===== src/rtl/barrett_mod_reduce_pipe.sv =====
`default_nettype none
// ============================================================================
// Module      : barrett_mod_reduce_pipe
// Description : Three-stage pipelined Barrett reducer. Takes a 2N-bit product
//               and returns product mod Q. A sideband tag travels with each
//               beat. Valid/ready flow control on both sides, driven by a
//               single global advance enable.
// Revision    : 1.0 - initial release
// ============================================================================
module barrett_mod_reduce_pipe #(
    parameter int N     = 16,
    parameter int Q     = 12289,
    parameter int TAG_W = 8
) (
    input  logic             clk,
    input  logic             rst_n,
    input  logic             flush,
    input  logic             in_valid,
    output logic             in_ready,
    input  logic [2*N-1:0]   in_data,
    input  logic [TAG_W-1:0] in_tag,
    output logic             out_valid,
    input  logic             out_ready,
    output logic [N-1:0]     out_data,
    output logic [TAG_W-1:0] out_tag
);

    // Barrett constant floor(2^(2N)/Q). Q above 2^(N-3) keeps MU within N+3
    // bits, so x*MU fits in 3N+3 bits without truncation.
    localparam logic [63:0]      c_POW2N = 64'd1 << (2*N);
    localparam logic [3*N+2:0]   MU      = (3*N+3)'(c_POW2N / 64'(Q));
    localparam logic [N+1:0]     c_Q1    = (N+2)'(Q);
    localparam logic [N+1:0]     c_Q2    = (N+2)'(2*Q);

    // Stage 1: low bits of x (the only ones needed once the quotient is known),
    // and the quotient estimate qh = (x*MU) >> 2N.
    logic             r_s1_valid;
    logic [N+1:0]     r_s1_xl;
    logic [N+2:0]     r_s1_qh;
    logic [TAG_W-1:0] r_s1_tag;

    // Stage 2: partial remainder r = x - qh*Q, always below 3Q.
    logic             r_s2_valid;
    logic [N+1:0]     r_s2_r;
    logic [TAG_W-1:0] r_s2_tag;

    // Stage 3: output register.
    logic             r_out_valid;
    logic [N-1:0]     r_out_data;
    logic [TAG_W-1:0] r_out_tag;

    logic             w_adv;
    logic [3*N+2:0]   w_t;
    logic [N+2:0]     w_qh;
    logic [N+1:0]     w_qhq;
    logic [N+1:0]     w_r;
    logic [N-1:0]     w_res;

    // The whole pipe moves together whenever the output slot can drain.
    assign w_adv    = !r_out_valid | out_ready;
    assign in_ready = w_adv;

    assign out_valid = r_out_valid;
    assign out_data  = r_out_data;
    assign out_tag   = r_out_tag;

    // Full-width product; only the part above bit 2N is kept.
    assign w_t  = (3*N+3)'(in_data) * MU;
    assign w_qh = (N+3)'(w_t >> (2*N));

    // Since r < 3Q < 2^(N+2), working modulo 2^(N+2) gives the exact value.
    assign w_qhq = (N+2)'(r_s1_qh) * c_Q1;
    assign w_r   = r_s1_xl - w_qhq;

    // Final correction: subtract Q at most twice to land in [0, Q).
    always_comb begin
        w_res = r_s2_r[N-1:0];
        if (r_s2_r >= c_Q2) begin
            w_res = N'(r_s2_r - c_Q2);
        end else if (r_s2_r >= c_Q1) begin
            w_res = N'(r_s2_r - c_Q1);
        end
    end

    // Valid bits: shift on advance, cleared by flush regardless of advance.
    always_ff @(posedge clk or negedge rst_n) begin
        if (!rst_n) begin
            r_s1_valid  <= 1'b0;
            r_s2_valid  <= 1'b0;
            r_out_valid <= 1'b0;
        end else if (flush) begin
            r_s1_valid  <= 1'b0;
            r_s2_valid  <= 1'b0;
            r_out_valid <= 1'b0;
        end else if (w_adv) begin
            r_s1_valid  <= in_valid;
            r_s2_valid  <= r_s1_valid;
            r_out_valid <= r_s2_valid;
        end
    end

    // Stage 1 data: load only a real beat so idle cycles leave it untouched.
    always_ff @(posedge clk or negedge rst_n) begin
        if (!rst_n) begin
            r_s1_xl  <= '0;
            r_s1_qh  <= '0;
            r_s1_tag <= '0;
        end else if (w_adv && !flush && in_valid) begin
            r_s1_xl  <= in_data[N+1:0];
            r_s1_qh  <= w_qh;
            r_s1_tag <= in_tag;
        end
    end

    // Stage 2 data: partial remainder and tag.
    always_ff @(posedge clk or negedge rst_n) begin
        if (!rst_n) begin
            r_s2_r   <= '0;
            r_s2_tag <= '0;
        end else if (w_adv && !flush && r_s1_valid) begin
            r_s2_r   <= w_r;
            r_s2_tag <= r_s1_tag;
        end
    end

    // Output data: holds while stalled, so it stays stable under backpressure.
    always_ff @(posedge clk or negedge rst_n) begin
        if (!rst_n) begin
            r_out_data <= '0;
            r_out_tag  <= '0;
        end else if (w_adv && !flush && r_s2_valid) begin
            r_out_data <= w_res;
            r_out_tag  <= r_s2_tag;
        end
    end

endmodule
`default_nettype wire


===== config.mk =====
export PLATFORM = sky130hd
export DESIGN_NAME = barrett_mod_reduce_pipe
export DESIGN_NICKNAME = d
export VERILOG_FILES = /design/src/rtl/barrett_mod_reduce_pipe.sv
export SDC_FILE = /design/constraint.sdc
export NUM_CORES = 1
export LEC_CHECK = 0
export BUFFER_PORTS_ARGS = -buffer_cell sky130_fd_sc_hd__buf_2
export CAP_MARGIN = 20
export CORE_AREA = 2 2 185 187
export CTS_CLUSTER_SIZE = 16
export DETAILED_ROUTE_END_ITERATION = 8
export DIE_AREA = 0 0 187 189
export SYNTH_ARGS = -nofsm -noshare
export SYNTH_HDL_FRONTEND = slang
export SYNTH_SLANG_ARGS = --single-unit

===== constraint.sdc =====
create_clock -name clk -period 6.6 [get_ports clk]
set_clock_uncertainty 0.05 [all_clocks]
set_input_delay 0.33 -clock clk [delete_from_list [all_inputs] [get_ports clk]]
set_output_delay 0.33 -clock clk [all_outputs]
set_load 0.01 [all_outputs]

==> results.ini, run 1 <==
[outcome]
status = completed

[cts]
clock_path_buffers = 2
clock_sinks = 97
clock_latency_ns = 0.35
htree_levels = 3
numCtsBuffers = 9
cts_resized = 0
cts_root_buffer = clkbuf_16
cts_setup_buffers = 0
cts_tree = done
hold_buffers = 1
clkTransAtPathRegs_ns = 0.07

[drt]
wl_per_cell_um = 14.1
ant_nets = 0
avgViaCountPerCell = 4.71
drc = 0
drt_iter0_markers = 320
vias = 9680
wirelength_um = 29100
drt_pass1_iterations = 4

[synthesis]
synth_area_leaders = fa_1 (27%), ha_1 (25%), dfrtp_1 (16%), inv_1 (12%), mux2_2 (2.4%)
syn_inst = 1536
yosys_register_bits = 97
synth_ff_type = dfrtp_1
yosysMostFrequentCell = inv_1
seq_area_frac_synth_pct = 16.4
synth_top_area_share_pct = 27.0
netlist_top_cells_count = inv_1 (462), ha_1 (291), fa_1 (200)
synth_area_sq_mm = 0.0148
syn_nets = 2072
synth_largest_area_cell = fa_1
ys_async_sr_fraction_pct = 100
synth_area_per_cell_sq_um = 9.64
ys_types = 55
synth_edf_count = 0
yosysWarningCount = 0

[global_route]
globalRouteOverflowTotal = 0
grt_max_degree = 75
first_global_vias = 10400
grt.total_usage_pct = 17.8
antenna_found_initial = 0
grt_pass1_wl_um = 50900

[die]
coreArea_sq_mm = 0.0333
chipHeight_um = 189
rows = 67
die_x_um = 187
initial_utilization_pct = 44.5
io_pins = 71
die_area_sq_mm = 0.0353

[critical_path]
crit_path_end_kind = register
cpMostUsedCell = fa_1
cp_cell_sequence = buf_2 > ha_1 > fa_1 > inv_1 > fa_1 > inv_1 > fa_1 > fa_1 > inv_1 > fa_1 > inv_1 > ha_1 > a21oi_1 > o21ai_1 > a31oi_1 > o21ai_0 > a21oi_1 > o31a_1 > nand2b_1 > a21o_1 > a211oi_1 > o31ai_1
path_class = in -> reg
arrival_ns = 6.02
regToRegSetupSlack_ns = 1.31
start_kind = input pin
path_max_fanout = 8
cp_slowest_cell = fa_1
r2r_end = r_s2_r[16]
crit_family = adder cells
r2r_cells = 20
required_ns = 6.76
timing.critical_path.buf_inv = 5
timing.rr.start = r_s1_qh[0]
critPathMaxStageDelay_ns = 0.57

[cells_and_area]
n_fill_cell = 3239
nets = 2139
area_growth_pct = 7.99
final_layout_size_suffix_gt1_share_pct = 8.58
n_antenna_cell = 0
fin_area_sq_mm = 0.0160
fin_cells = 2056

[min_path]
hold_depth = 2
hold_class = in -> reg
min_from = flush
hold_end = out_valid

[flow_run]
cap_violations = 0

[placed_design]
place_congestion = 0.882
dp_hpwl_um = 25400
placed_area_sq_mm = 0.0157
portBuffers = 70
post-place-cells = 2039
place_ws_ns = 0.399

[sta]
setup_ws_ns = 0.738
hold_viol = 0
grt_setup_unrepaired = no
setup_viol = 0
period_needed_ns = 5.86
worst_pin_slew_ns = 0.839
clock.fmax_ghz = 0.171
min_period_over_period_pct = 88.8
slew_headroom_pct = 44.1
fin_setup_tns_ns = 0
slew_viol_final = 0

through the flow:
step	util (%)	hold WS [ns]
after CTS	48.1	0.108
after detailed placement	47.1	0.222
after global routing	48.1	0.127
after global placement	47.1	0.217
final	48.1	0.123
after floorplan	-	-0.0156
registers in the layout, indices dropped and copies added (netlist names):
signal      flops
out_data       16
out_tag         8
out_valid       1
r_s1_qh        18
r_s1_tag        8
r_s1_valid      1
r_s1_xl        18
r_s2_r         18
r_s2_tag        8
r_s2_valid      1
worst max-delay path by stage:
stage	depth (start not counted)	to	start
after global routing	22	r_s1_qh[7]	in_data[3]
final	22	r_s1_qh[7]	in_data[3]
after CTS	22	r_s1_qh[7]	in_data[3]
after global placement	22	r_s1_qh[7]	in_data[3]
after floorplan	21	r_s1_qh[2]	in_data[1]
after detailed placement	22	r_s1_qh[7]	in_data[3]
cell usage in the layout, fill, tap and decap left out, types with 3 or more instances in the layout:
master,instances
inv_6,3
and3_1,3
nand2b_1,12
inv_1,462
nor2b_1,8
mux2_2,32
a211oi_1,6
buf_2,69
a221oi_1,3
a21o_1,19
nor3_1,9
o21ai_0,31
o31ai_1,3
nor2_1,29
nor4_2,3
clkbuf_16,9
ha_1,291
or3_1,4
buf_4,5
fa_1,200
nand2_1,94
a21oi_1,38
o21ai_1,47
xor2_1,26
a31oi_1,6
xnor2_1,37
nand3_1,10
nand4_1,7
dfrtp_1,97
mux2i_1,4
o21a_1,4
final cells by class:
type                    instances  area, sq um  area share [%]
repair buffers                 75          393            2.46
multi-input cells             957        10600            66.1
well taps                     448          561            3.50
flip-flops and latches         97         2430            15.2
clock buffers                  10          229            1.43
clock inverters                 6         78.8           0.493
inverters                     463         1740            10.9
routing by layer:
layer  routed length, um  vias to the layer above  GRT usage (%)  part of all wire, %
li1                    -                     4904              -                    -
met5                   0                        -              0                    0
met3                 850                       22           1.78                  2.9
met1               14200                     4640           24.8                   49
met2               13700                      114           30.5                   47
met4                 328                        0           3.63                  1.1
logic make-up (layout without fill, tap and decap cells):
| logic type | count (synthesis) | after routing | share of synthesized area (%) |
|---|---|---|---|
| AND/OR/NAND/NOR | 192 | 192 | 6.10 |
| adder cells (fa/ha/maj) | 491 | 491 | 51.6 |
| multiplexers | 36 | 36 | 2.70 |
| XOR/XNOR | 63 | 63 | 3.73 |
| buffers and inverters | 482 | 554 | 12.3 |
| flip-flops | 97 | 97 | 16.4 |
| AO/OA/AOI/OAI | 175 | 175 | 7.19 |
Power of run 1 is not shown: default switching activity piles up to over one toggle a cycle in this logic, so the estimate is an artifact.
==> run 2: changes to the inputs <==
==> constraint.sdc (replaced) <==
create_clock -name clk -period 6.6 [get_ports clk]
set_clock_uncertainty 0.05 [all_clocks]
set_input_delay 0.66 -clock clk [delete_from_list [all_inputs] [get_ports clk]]
set_output_delay 0.66 -clock clk [all_outputs]
set_load 0.01 [all_outputs]
==> run 2 against run 1 <==
  * Flip-flop and latch count is the same
  * Sequential share of layout area about the same
  * Via count up 0.23%
  * Non-clock buffer count is 5 higher
  * Critical path depth did not move
  * First-iteration DRC count decreased by 18%
  * Maximum frequency shrank 2.8%
  * Global-route usage rose by 0.23 points
  * Routed wire length rose by 0.71%
  * Cell area increased by 0.23%
  * Highest routed layer unchanged
==> results.ini, run 2 (synthesis gave the netlist of run 1 again) <==
[flow_run]
cap_violations = 0  ; unchanged

[sta]
worst_pin_slew_ns = 0.848  ; +0.00979 ns
clock.fmax_ghz = 0.166  ; -2.8%
setup_viol = 0  ; unchanged
slew_headroom_pct = 43.4  ; -0.65 points
grt_setup_unrepaired = no
slew_viol_final = 0  ; unchanged
fin_setup_tns_ns = 0  ; unchanged
min_period_over_period_pct = 91.4  ; +2.5 points
hold_viol = 0  ; unchanged
period_needed_ns = 6.03  ; +0.168 ns

[drt]
drt_iter0_markers = 262  ; -18%
drc = 0  ; unchanged
wl_per_cell_um = 14.2  ; +0.46%
drt_pass1_iterations = 4  ; unchanged
avgViaCountPerCell = 4.71  ; about the same
vias = 9702  ; +0.23%
wirelength_um = 29300  ; +0.71%
ant_nets = 0  ; unchanged

[cells_and_area]
multi_input_area_sq_mm = 0.0106  ; unchanged
reg_top3 = r_s1_qh: 18 flops, r_s1_xl: 18 flops, r_s2_r: 18 flops
regArea_sq_mm = 0.00243  ; unchanged
area_growth_pct = 8.24
nets = 2144  ; +0.23%
final_common_cell = inv_1
most-common-layout-cells = inv_1 (462), ha_1 (291), fa_1 (200), dfrtp_1 (97), nand2_1 (94)
final_layout_size_suffix_gt1_share_pct = 8.99  ; +0.41 points
n_antenna_cell = 0  ; unchanged
n_fill_cell = 3232  ; -0.22%

[die]
die_area_sq_mm = 0.0353  ; unchanged
coreArea_sq_mm = 0.0333  ; unchanged
io_pins = 71  ; unchanged
chipHeight_um = 189  ; unchanged
initial_utilization_pct = 44.5  ; unchanged
rows = 67  ; unchanged
die_x_um = 187  ; unchanged

[global_route]
grt_pass1_wl_um = 51700  ; +1.4%
grt.total_usage_pct = 18.1  ; +0.23 points
first_global_vias = 10500  ; +1.3%
globalRouteOverflowTotal = 0  ; unchanged
grt_max_degree = 75  ; unchanged
antenna_found_initial = 0  ; unchanged

[placed_design]
portBuffers = 70  ; unchanged
place_congestion = 0.858  ; -2.7%
dp_hpwl_um = 25500  ; +0.41%

[cts]
hold_buffers = 0  ; -1
clock_path_buffers = 2  ; unchanged
cts_root_buffer = clkbuf_16
clkTransAtPathRegs_ns = 0.07  ; about the same
htree_levels = 3  ; unchanged
cts_tree = done
clock_latency_ns = 0.36  ; about the same
numCtsBuffers = 9  ; unchanged
cts_setup_buffers = 0  ; unchanged
clock_sinks = 97  ; unchanged
cts_resized = 0  ; unchanged

[critical_path]
crit_path_end_kind = register
path_class = in -> reg
start_kind = input pin
arrival_ns = 6.20  ; +0.18 ns
path_max_fanout = 8  ; unchanged
required_ns = 6.77  ; about the same

[min_path]
hold_class = in -> async

[outcome]
status = completed

-- run 2: path summary, 6_finish.rpt --
path / cells after the start / start / slack [ns] / endpoint
max: 22 / in_data[3] / 0.57 / r_s1_qh[2]
min: 1 / rst_n / 0.16 / r_s1_tag[3]
max reg2reg: 20 / r_s1_qh[0] / 1.29 / r_s2_r[16]
min reg2reg: 2 / out_data[7] / 0.43 / out_data[7]
max in group asynchronous: 2 / rst_n / 5.16 / r_s1_qh[12]
min in group clk: 2 / out_data[7] / 0.43 / out_data[7]
-- run 2: critical path: stages --
cell and delay, ns:
buf_2 0.17, ha_1 0.37, inv_1 0.08, fa_1 0.50
fa_1 0.52, inv_1 0.06, fa_1 0.51, fa_1 0.55
inv_1 0.05, fa_1 0.52, inv_1 0.04, ha_1 0.31
nand3_1 0.14, a21oi_1 0.06, a211oi_2 0.21, o31ai_2 0.11
a2111oi_0 0.43, o21ai_1 0.12, a221o_1 0.37, a21oi_1 0.18
xor2_1 0.16, o21ai_1 0.07
-- run 2: cell type report --
| type | count | area share, % |
|---|---|---|
| Multi-Input combinational cell | 957 | 65.9 |
| Clock buffer | 10 | 1.49 |
| Timing Repair Buffer | 80 | 2.67 |
| Inverter | 463 | 10.8 |
| Clock inverter | 6 | 0.437 |
| Sequential cell | 97 | 15.1 |
| Tap cell | 448 | 3.50 |
-- run 2: metrics by stage --
stage | setup WS (ns) | instance area, sq um | utilization [%] | cells | hold slack (ns)
CTS | 0.525 | 16000 | 48.2 | 2061 | 0.165
finish | 0.569 | 16000 | 48.2 | 2061 | 0.161
detailed placement | 0.138 | 15700 | 47.2 | 2045 | 0.420
global route | 0.216 | 16000 | 48.2 | 2061 | 0.184
global placement | 0.282 | 15700 | 47.2 | 2045 | 0.412
floorplan | 0.740 | 14800 | - | 1536 | 0.314
-- run 2: metal layers --
layer	up-vias	track usage (%)	routed length, um
met5	-	0	0
met4	0	4.09	443
met3	28	1.85	894
met2	128	31.0	13700
met1	4638	24.7	14200
li1	4908	-	-
Power of run 2 is left out for the same reason.
==> run 3: changes to the inputs <==
--- a/config.mk
+++ b/config.mk
@@ -8,6 +8,7 @@
 export BUFFER_PORTS_ARGS = -buffer_cell sky130_fd_sc_hd__buf_2
 export CAP_MARGIN = 20
 export CORE_AREA = 2 2 185 187
+export CTS_BUF_LIST = sky130_fd_sc_hd__clkbuf_4
 export CTS_CLUSTER_SIZE = 16
 export DETAILED_ROUTE_END_ITERATION = 8
 export DIE_AREA = 0 0 187 189
==> constraint.sdc (replaced) <==
create_clock -name clk -period 6.5 [get_ports clk]
set_clock_uncertainty 0.05 [all_clocks]
set_input_delay 0.65 -clock clk [delete_from_list [all_inputs] [get_ports clk]]
set_output_delay 0.65 -clock clk [all_outputs]
set_load 0.01 [all_outputs]
==> run 3 against run 2 <==
  * Global-route usage hardly changed
  * Worst hold slack worse by 0.098 ns
  * Core utilization down 0.56 points
  * Non-clock buffer count is the same
  * Routed wire length increased by 0.16%
  * First-iteration DRC count grew 41%
  * Via count grew 0.71%
  * Worst setup slack lost 0.022 ns
  * Clock-buffer cell count is the same
  * Register-to-register slack got worse by 0.10 ns
  * Critical path type unchanged
  * Highest routed layer unchanged
==> results.ini, run 3 (synthesis gave the netlist of run 1 again) <==
[outcome]
status = completed

[critical_path]
path_class = in -> reg
start_kind = input pin
arrival_ns = 6.27  ; +0.07 ns
timing.rr.start = r_s1_qh[0]
critical_path.startpoint = in_data[3]
required_ns = 6.82  ; +0.05 ns
regToRegSetupSlack_ns = 1.19  ; -0.10 ns
path_max_fanout = 8  ; unchanged
r2r_cells = 20  ; unchanged
cp_slowest_cell = fa_1
crit_path_end_kind = register
r2r_end = r_s2_r[17]
cp-endpoint = r_s1_qh[2]
cp_cell_sequence = buf_2 > ha_1 > inv_1 > fa_1 > fa_1 > inv_1 > fa_1 > fa_1 > inv_1 > fa_1 > inv_1 > ha_1 > nand3_1 > a21oi_1 > a211oi_2 > o31ai_2 > a2111oi_0 > o21ai_1 > a221o_1 > a21oi_1 > xor2_1 > o21ai_1
critPathMaxStageDelay_ns = 0.56  ; about the same
cpMostUsedCell = fa_1

[die]
die_x_um = 187  ; unchanged
chipHeight_um = 189  ; unchanged
die_area_sq_mm = 0.0353  ; unchanged
io_pins = 71  ; unchanged
coreArea_sq_mm = 0.0333  ; unchanged
initial_utilization_pct = 44.5  ; unchanged
rows = 67  ; unchanged

[cts]
cts_resized = 0  ; unchanged
clkTransAtPathRegs_ns = 0.16  ; +0.09 ns
cts_setup_buffers = 0  ; unchanged
clock_path_buffers = 2  ; unchanged
hold_buffers = 0  ; unchanged
numCtsBuffers = 9  ; unchanged
clock_latency_ns = 0.48  ; +0.12 ns
htree_levels = 3  ; unchanged
clock_sinks = 97  ; unchanged
cts_tree = done
cts_root_buffer = clkbuf_4

[global_route]
grt.total_usage_pct = 18.0  ; -0.024 points
antenna_found_initial = 0  ; unchanged
first_global_vias = 10500  ; -0.45%
globalRouteOverflowTotal = 0  ; unchanged
grt_max_degree = 75  ; unchanged
grt_pass1_wl_um = 51600  ; about the same

[sta]
slew_viol_final = 0  ; unchanged
hold_viol = 0  ; unchanged
slew_headroom_pct = 50.9  ; +7.5 points
clock.fmax_ghz = 0.168
grt_setup_unrepaired = no
setup_viol = 0  ; unchanged
period_needed_ns = 5.95
fin_setup_tns_ns = 0  ; unchanged
worst_pin_slew_ns = 0.736  ; -0.113 ns
min_period_over_period_pct = 91.6

[drt]
drc = 0  ; unchanged
wirelength_um = 29300  ; +0.16%
avgViaCountPerCell = 4.74  ; +0.71%
drt_iter0_markers = 370  ; +41%
vias = 9771  ; +0.71%
drt_pass1_iterations = 4  ; unchanged
wl_per_cell_um = 14.2  ; +0.16%
ant_nets = 0  ; unchanged

[cells_and_area]
final_layout_size_suffix_gt1_share_pct = 8.99  ; unchanged
area_growth_pct = 6.98
nets = 2144  ; unchanged
n_antenna_cell = 0  ; unchanged
most-common-layout-cells = inv_1 (462), ha_1 (291), fa_1 (200), dfrtp_1 (97), nand2_1 (94)
final_common_cell = inv_1
reg_top3 = r_s1_qh: 18 flops, r_s1_xl: 18 flops, r_s2_r: 18 flops

[min_path]
hold_class = in -> async

[placed_design]
portBuffers = 70  ; unchanged
dp_hpwl_um = 25600  ; +0.50%
place_congestion = 0.863  ; +0.61%

[flow_run]
cap_violations = 0  ; unchanged

[run 3: cell types whose count changed in the layout (fill, tap and decap cells not counted)]
cell        change
bufinv_16       -1
clkbuf_16       -9
clkbuf_4       +10
clkbuf_8        -1
clkinvlp_4      +1
[run 3: metrics by stage]
stage	utilization [%]	hold slack [ns]	setup slack, ns	instance area (sq um)	cells
2_1_floorplan	-	0.304	0.650	14800	1536
3_3_place_gp	47.2	0.414	0.211	15700	2045
3_5_place_dp	47.2	0.421	0.0523	15700	2045
4_1_cts	47.6	0.0613	0.584	15800	2061
5_1_grt	47.6	0.0742	0.234	15800	2061
6_report	47.6	0.0634	0.547	15800	2061
[run 3: final cells by class]
type / instances / area (sq um)
sequential: 97 / 2430
clock buffer: 10 / 75.1
fill: 3261 / 17400
inverter: 463 / 1740
multi-input combinational: 957 / 10600
tap: 448 / 561
clock inverter: 6 / 47.5
timing repair buffer: 80 / 428
[run 3: worst max-delay path, delay by kind of cell]
kind                     cells  cell delay, ns
AND/OR/NAND/NOR              1            0.15
buffers and inverters        5            0.40
adder cells (fa/ha/maj)      7            3.31
AO/OA/AOI/OAI                8            1.58
XOR/XNOR                     1            0.17
[run 3: per-layer routing]
metal  wire (um)  track usage [%]
met1       14000             24.5
met2       14200             31.5
met4         448             3.94
met5           0                0
met3         627             1.61
[run 3: how the worst min path moves through the flow]
stage	from	end	cells past startpoint
after floorplan	rst_n	out_data[0]	0
after global placement	out_data[3]	out_data[3]	2
after detailed placement	out_data[9]	out_data[9]	2
after CTS	rst_n	r_s2_tag[6]	1
after global routing	rst_n	r_s1_tag[6]	1
final	rst_n	r_s1_tag[6]	1
Power of run 3 is left out for the same reason.
